**src/rtl/if_sequencer.sv**
```systemverilog
// Fetch-stage controller: owns instruction memory, loads a program in IDLE,
// then streams it to decode over valid/ready with branch redirection and wrong-path flush.
module if_sequencer #(
  parameter int INST_CAP = 5,
  parameter int INST_LEN = 17,
  parameter int PC_W     = $clog2(INST_CAP) + 1
) (
  input  logic                clk,
  input  logic                rstn,
  input  logic                load_valid,
  input  logic [INST_LEN-1:0] load_data,
  output logic                load_ready,
  input  logic                start,
  input  logic                clear,
  input  logic                branch_valid,
  input  logic [PC_W-1:0]     branch_target,
  output logic                inst_valid,
  input  logic                inst_ready,
  output logic [INST_LEN-1:0] inst,
  output logic [PC_W-1:0]     inst_pc,
  output logic                busy,
  output logic                done
);

  // Handshakes: a word moves on a rising edge when valid && ready are both high;
  // the producer holds data stable while valid && !ready.
  localparam logic [1:0] S_IDLE = 2'd0;
  localparam logic [1:0] S_RUN  = 2'd1;
  localparam logic [1:0] S_DONE = 2'd2;

  localparam int            AW  = (INST_CAP > 1) ? $clog2(INST_CAP) : 1;
  localparam logic [PC_W-1:0] CAP = PC_W'(INST_CAP);
  localparam logic [PC_W-1:0] ONE = PC_W'(1);

  logic [INST_LEN-1:0] mem_q [INST_CAP];

  logic [1:0]          state_q, state_d;
  logic [PC_W-1:0]     wr_ptr_q, wr_ptr_d;
  logic [PC_W-1:0]     pc_q, pc_d;
  logic [PC_W-1:0]     prog_len_q, prog_len_d;
  logic [PC_W-1:0]     inst_pc_q, inst_pc_d;
  logic [INST_LEN-1:0] inst_q, inst_d;
  logic                inst_valid_q, inst_valid_d;
  logic                load_fire;
  logic                slot_free;

  assign load_ready = rstn && (state_q == S_IDLE) && (wr_ptr_q < CAP);
  assign load_fire  = load_valid && load_ready;
  assign slot_free  = !inst_valid_q || inst_ready;

  assign inst_valid = inst_valid_q;
  assign inst       = inst_q;
  assign inst_pc    = inst_pc_q;
  assign busy       = (state_q == S_RUN);
  assign done       = (state_q == S_DONE);

  always_ff @(posedge clk) begin
    if (load_fire) mem_q[wr_ptr_q[AW-1:0]] <= load_data;
  end

  always_comb begin
    state_d      = state_q;
    wr_ptr_d     = wr_ptr_q;
    pc_d         = pc_q;
    prog_len_d   = prog_len_q;
    inst_pc_d    = inst_pc_q;
    inst_d       = inst_q;
    inst_valid_d = inst_valid_q;
    case (state_q)
      S_IDLE: begin
        if (load_fire) wr_ptr_d = wr_ptr_q + ONE;
        // A word accepted alongside start belongs to the program being launched.
        if (start && (wr_ptr_d != '0)) begin
          prog_len_d = wr_ptr_d;
          pc_d       = '0;
          state_d    = S_RUN;
        end
      end
      S_RUN: begin
        if (branch_valid) begin
          inst_valid_d = 1'b0;
          // Out-of-program targets park pc at prog_len so the next free slot ends the run.
          pc_d = (branch_target >= prog_len_q) ? prog_len_q : branch_target;
        end else if (slot_free) begin
          if (pc_q < prog_len_q) begin
            inst_d       = mem_q[pc_q[AW-1:0]];
            inst_pc_d    = pc_q;
            inst_valid_d = 1'b1;
            pc_d         = pc_q + ONE;
          end else begin
            inst_valid_d = 1'b0;
            state_d      = S_DONE;
          end
        end
      end
      S_DONE: begin
        inst_valid_d = 1'b0;
        if (start) begin
          pc_d    = '0;
          state_d = S_RUN;
        end else if (clear) begin
          wr_ptr_d   = '0;
          prog_len_d = '0;
          state_d    = S_IDLE;
        end
      end
      default: begin
        inst_valid_d = 1'b0;
        state_d      = S_IDLE;
      end
    endcase
  end

  always_ff @(posedge clk or negedge rstn) begin
    if (!rstn) begin
      state_q      <= S_IDLE;
      wr_ptr_q     <= '0;
      pc_q         <= '0;
      prog_len_q   <= '0;
      inst_pc_q    <= '0;
      inst_q       <= '0;
      inst_valid_q <= 1'b0;
    end else begin
      state_q      <= state_d;
      wr_ptr_q     <= wr_ptr_d;
      pc_q         <= pc_d;
      prog_len_q   <= prog_len_d;
      inst_pc_q    <= inst_pc_d;
      inst_q       <= inst_d;
      inst_valid_q <= inst_valid_d;
    end
  end

endmodule

```
**config.mk**
```make
export PLATFORM = sky130hd
export DESIGN_NAME = if_sequencer
export DESIGN_NICKNAME = d
export VERILOG_FILES = /design/src/rtl/if_sequencer.sv
export SDC_FILE = /design/constraint.sdc
export NUM_CORES = 1
export LEC_CHECK = 0
export ABC_AREA = 1
export BUFFER_PORTS_ARGS = -buffer_cell sky130_fd_sc_hd__buf_2
export CAP_MARGIN = 40
export CORE_MARGIN = 4
export CORE_UTILIZATION = 30
export CTS_BUF_LIST = sky130_fd_sc_hd__clkbuf_4 sky130_fd_sc_hd__clkbuf_8 sky130_fd_sc_hd__clkbuf_16
export DETAILED_ROUTE_END_ITERATION = 10
export PLACE_DENSITY_LB_ADDON = 0.12
export SLEW_MARGIN = 20
export SYNTH_ARGS = -nofsm -noshare
export SYNTH_HDL_FRONTEND = slang
export SYNTH_SLANG_ARGS = --single-unit
```
**constraint.sdc**
```tcl
create_clock -name clk -period 6.3 [get_ports clk]
set_input_delay 0.315 -clock clk [delete_from_list [all_inputs] [get_ports clk]]
set_output_delay 0.315 -clock clk [all_outputs]
set_load 0.01 [all_outputs]
```
# After elaboration in Yosys (flattened, before gate mapping)
# Memories as Yosys holds them, arrays and structs flattened. A register that Yosys moved wholly into a read port is not among the register bits.
# Cells that the tools add are included.
classes:
  addsub: 2
  magnitude_cmp: 3
  n_eq_ne: 12
  mux: 27
  bitwise: 2
  reduce_logical: 17
op_table:
  columns: ["cell", "count"]
  rows:
  - ["$mux W4", 11]
  - ["$pmux W4 S2", 2]
  - ["$mux W2", 6]
  - ["$pmux W4 S3", 1]
  - ["$ne A2 B2 Y1 const B", 5]
  - ["$reduce_and A5 Y1", 2]
  - ["$add A4 B1 Y4 const B", 2]
  - ["$reduce_and A4 Y1", 2]
  - ["$ne A3 B2 Y1 const B", 2]
  - ["$pmux W2 S3", 1]
  - ["$mux W1", 5]
  - ["$ge A4 B4 Y1", 1]
  - ["$logic_and A1 B1 Y1", 4]
  - ["$lt A4 B3 Y1 const B", 1]
  - ["$lt A4 B4 Y1", 1]
  - ["$ne A2 B1 Y1 const B", 2]
  - ["$reduce_bool A4 Y1", 1]
  - ["$ne A3 B3 Y1 const B", 1]
  - ["$reduce_and A3 Y1", 1]
  - ["$reduce_bool A3 Y1", 1]
  - ["$eq A2 B1 Y1 const B", 1]
  - ["$eq A2 B2 Y1 const B", 1]
  - ["$logic_not A1 Y1", 2]
  - ["$logic_not A2 Y1", 1]
  - ["5 further kinds", 6]
totals:
  ff_bits: 19
  mem_bits_rw: 85
  inputBits: 28
  out_inout_bits: 25
  wordCells: 70
  memories: 1
mem_list:
  columns: ["memory", "depth", "word_bits", "read_ports", "rd_clocked_by_memory_dff", "wr", "line", "rtl"]
  rows:
  - ["mem_q", 5, 17, 1, 1, 1, "35", "logic [INST_LEN-1:0] mem_q [INST_CAP];"]

# Longest topological paths before layout
depth:
  word_depth: 10
  ltp_mapped: 15
  mapped_depth_nobuf: 15

# Least setup slack after synthesis
# OpenSTA, ideal clock, no wires.
synth_timing:
  kind: "reg-to-reg"
  startpoint: "reg wr_ptr_q[1]"
  endpoint: "mem mem_q[4][0], enable pin"
  setup_time_ns: 0.413
  t_arrival_ns: 2.190
  t_required_ns: 5.887
  setup_slack_ns: 3.697
  path_stages_with_launch: 7
  path_buffers: 0
  synth_period_minus_slack_ns: 2.603
  cell_sequence: "dfrtp_1 inv_1 ha_1 inv_1 nand2_1 nand4_1 nor3_1"
synth_via:
  elab_chain_len: 5
synth_rtl:
  columns: ["item", "line", "rtl"]
  rows:
  - ["from (decl)", "38", "logic [PC_W-1:0] wr_ptr_q, wr_ptr_d;"]
  - ["from (signal assigned)", "125", "wr_ptr_q <= wr_ptr_d;"]
  - ["$lt A4 B3 Y1", "47", "assign load_ready = rstn && (state_q == S_IDLE) && (wr_ptr_q < CAP);"]
  - ["$logic_and A1 B1 Y1", "47", null]
  - ["$logic_and A1 B1 Y1", "48", "assign load_fire = load_valid && load_ready;"]
  - ["$mux W1", "58", "if (load_fire) mem_q[wr_ptr_q[AW-1:0]] <= load_data;"]
  - ["$mux W1 (not written as such)", "58", null]
  - ["to (decl)", "35", null]
# Parallel ways exist; a longest one is shown, timed or not.

# Worst setup path in the final report
layout_timing:
  startpoint: "reg pc_q[1]"
  endpoint: "reg inst_q[5] (netlist: inst[5]) (read register of mem_q)"
layout_via:
  elab_chain_len: 2
layout_rtl:
  columns: ["item", "line", "rtl"]
  rows:
  - ["from (decl)", "39", "logic [PC_W-1:0] pc_q, pc_d;"]
  - ["from (signal assigned)", "126", "pc_q <= pc_d;"]
  - ["$lt A4 B4 Y1", "85", "if (pc_q < prog_len_q) begin"]
  - ["$reduce_and A4 Y1 (no source line)", null, null]
  - ["to (decl)", "42", "logic [INST_LEN-1:0] inst_q, inst_d;"]
# Parallel ways exist; a longest one is shown, timed or not.
# A chain may end at the register's enable or synchronous reset.

==> flow_summary.toml <==
[grt]
grt_pass1_vias = 3599
grt_pass1_wl_um = 19800
grt_overflow = 0
grt_max_degree = 41
track_usage_pct = 13.1
antenna_found_initial = 0

[finish]
drive_gt1_share_pct = 22.8
areaGrowthSynthToFinish_pct = 22.0
nNetsFinal = 564
design_area_mm2 = 0.00640
layoutNonFillerInstCount = 764
post-route-util_pct = 37.2
insertedDiodeCount = 0

[clock_tree]
cts_buffers = 17
postCtsResizedCells = 0
tritoncts = "done"
cts.path.max_buffers = 2
cts.sinks = 121
clk_pin_slew_worst_paths_ns = 0.05
cts.htree.levels = 4
clock_latency_ns = 0.41
clockRootBuffer = "clkbuf_16"

[timing]
finalSetupViolCount = 0
fin_ws_ns = 3.63
setup-tns-final_ns = 0
worst-slew-pin-transition_ns = 0.753
fin_hold_ws_ns = 0.133
post-route-min-period_ns = 2.67
timing.fmax_ghz = 0.375
finalClockSkew_ns = 0.0124
hold_viol = 0
final_max_slew_viol_count = 0
slew_headroom_pct = 49.5
rsz0062_at_grt = "false"
finalCritPeriodShare_pct = 42.3

[synth]
synth_nets = 500
yosysSeqAreaShare_pct = 65.8
avgSynthCellArea_um2 = 11.4
ys_ff_latch = 121
yosysWarnings = 0
syn_area_mm2 = 0.00525
syn_inst = 462
synth_cell_type_count = 34

[route]
firstDrtPassIters = 4
num_vias = 3576
vias_per_cell = 4.68
drtAntennaViolNets = 0
drc_errors = 0
wl_um = 12100
wl_per_cell_um = 15.8
drtIter0Drc = 178

[place]
place_area_mm2 = 0.00578
pre_cts_ws_ns = 3.51
dp.cells = 731
routabilityCongestion = 0.762
io_buffer_count = 52
hpwl_um = 7510

[floorplanning]
initial_core_util_pct = 30.5
rows = 48
core_mm2 = 0.0172
top_level_ports = 53
die_w_um = 140
die_area_mm2 = 0.0197
die_y_um = 140

[hold_path]
hp-class = "in -> reg"

[flow_run]
maxCapViolCount = 0

[pwr]
ir_drop_mv = 0.222
leakagePower_nw = 2.63
p_per_area_mw_per_mm2 = 444
p_total_mw = 2.85

[critical_path]
cp_max_fo = 40
critPathKind = "reg -> reg"
cp.arrival_ns = 2.97
required_ns = 6.60
slowest_delay_ns = 0.82
cp-start-kind = "register"
crit_path_cell_trace = "ha_1 -> a21boi_1 -> o211ai_2 -> nand4_4 -> o31ai_2"
end_kind = "register"
slowest_stage = "dfrtp_1"

[status]
status = "completed"
synthesized netlist by cell type:
library cell,n,share of area (%)
a21boi_1,1,0.14
nand4_4,2,0.81
inv_1,26,1.9
nor3_1,1,0.095
nand2_4,1,0.21
nand3_1,16,1.5
o31ai_2,14,3.3
a21o_1,1,0.14
o21ai_0,37,3.5
inv_2,4,0.29
nor2_4,2,0.43
clkinv_1,1,0.071
a31oi_1,2,0.24
nand4_1,5,0.60
a21oi_2,1,0.17
o21bai_1,1,0.14
dfrtp_1,36,17
nand2_2,4,0.48
clkbuf_1,8,0.57
o21ai_1,2,0.19
buf_2,6,0.57
edfxtp_1,85,49
a21oi_1,11,1.0
nand2_1,80,5.7
nor2_1,78,5.6
ha_1,10,2.4
nor2_8,1,0.38
o221ai_1,3,0.50
xor2_1,1,0.17
buf_6,2,0.43
xnor2_1,2,0.33
nor2_2,1,0.12
o211ai_2,1,0.24
o22ai_1,16,1.9
layout make-up:
type                       instances  area [um2]
tap                              225         282
clock inverter                     8         118
clock buffer                      24         497
inverter                          31         116
fill                            1688       10800
timing repair buffer              61         338
multi-input combinational        294        1600
sequential                       121        3450
critical path: cells and delay by family, from the launching register on:
family          cells  cell delay (ns)
fa+ha+maj           1             0.34
flops               1             0.82
compound gates      3             0.79
simple gates        1             0.58
report_power, final:
group / leakage [nW] / switching (mW) / internal (mW)
logic: 1.09 / 0.519 / 0.274
clock network: 0.309 / 0.325 / 0.667
registers: 1.24 / 0.0857 / 0.976
path summary, 6_finish.rpt:
| kind | from | to | slack [ns] | cells past startpoint |
|---|---|---|---|---|
| worst max-delay path | pc_q[1]$_DFFE_PN0P_ | inst[5]$_DFFE_PN0P_ | 3.63 | 5 |
| worst min-delay path | load_data[13] | mem_q[2][13]$_DFFE_PP_ | 0.13 | 1 |
| worst max register to register | pc_q[1]$_DFFE_PN0P_ | inst[5]$_DFFE_PN0P_ | 3.63 | 5 |
| worst min register to register | inst_pc[3]$_DFFE_PN0P_ | inst_pc[3]$_DFFE_PN0P_ | 0.47 | 2 |
| max in group asynchronous | rstn | pc_q[0]$_DFFE_PN0P_ | 5.40 | 3 |
| min in group asynchronous | rstn | inst_pc[0]$_DFFE_PN0P_ | 0.52 | 3 |
flip-flops by register name, summed over array words and instances, names as in the netlist:
register	count
inst	17
inst_pc	4
inst_valid	1
mem_q	85
pc_q	4
prog_len_q	4
state_q	2
wr_ptr_q	4
layout by cell type (no fill, tap or decap), drive strengths merged:
cell type,netlist,layout
xor2,1,1
bufinv,0,3
o31ai,14,14
xnor2,2,2
a21boi,1,1
nor2,82,82
clkinv,1,6
inv,30,30
a21oi,12,12
nand3,16,16
o211ai,1,1
o22ai,16,16
clkbuf,8,24
dlygate4sd3,0,1
nor3,1,1
nand2,85,85
a31oi,2,2
edfxtp,85,85
o21ai,39,39
nand4,7,7
buf,8,60
dfrtp,36,36
o21bai,1,1
ha,10,10
a21o,1,1
o221ai,3,3
routing by layer:
| metal | global-route usage (%) | vias to the layer above | wire, um |
|---|---|---|---|
| met5 | 0 | - | 0 |
| met4 | 5.61 | 0 | 297 |
| met3 | 3.52 | 23 | 418 |
| met2 | 21.3 | 64 | 5920 |
| met1 | 16.3 | 1738 | 5470 |
| li1 | - | 1751 | - |
cells by family (layout without fill, tap and decap cells):
kind of cell	Yosys count	count (layout)	share of synthesized area (%)
fa+ha+maj	10	10	2.38
compound gates	90	90	11.6
xor+xnor	3	3	0.501
simple gates	191	191	15.9
flops	121	121	65.8
buf+inv	47	124	3.79
what timing repair did:
item / CTS / global route
setup buffers: 0 / 0
hold buffers: 1 / 0
hold endpoints to repair: 27 / 0
(Power assumes the default switching activity.)
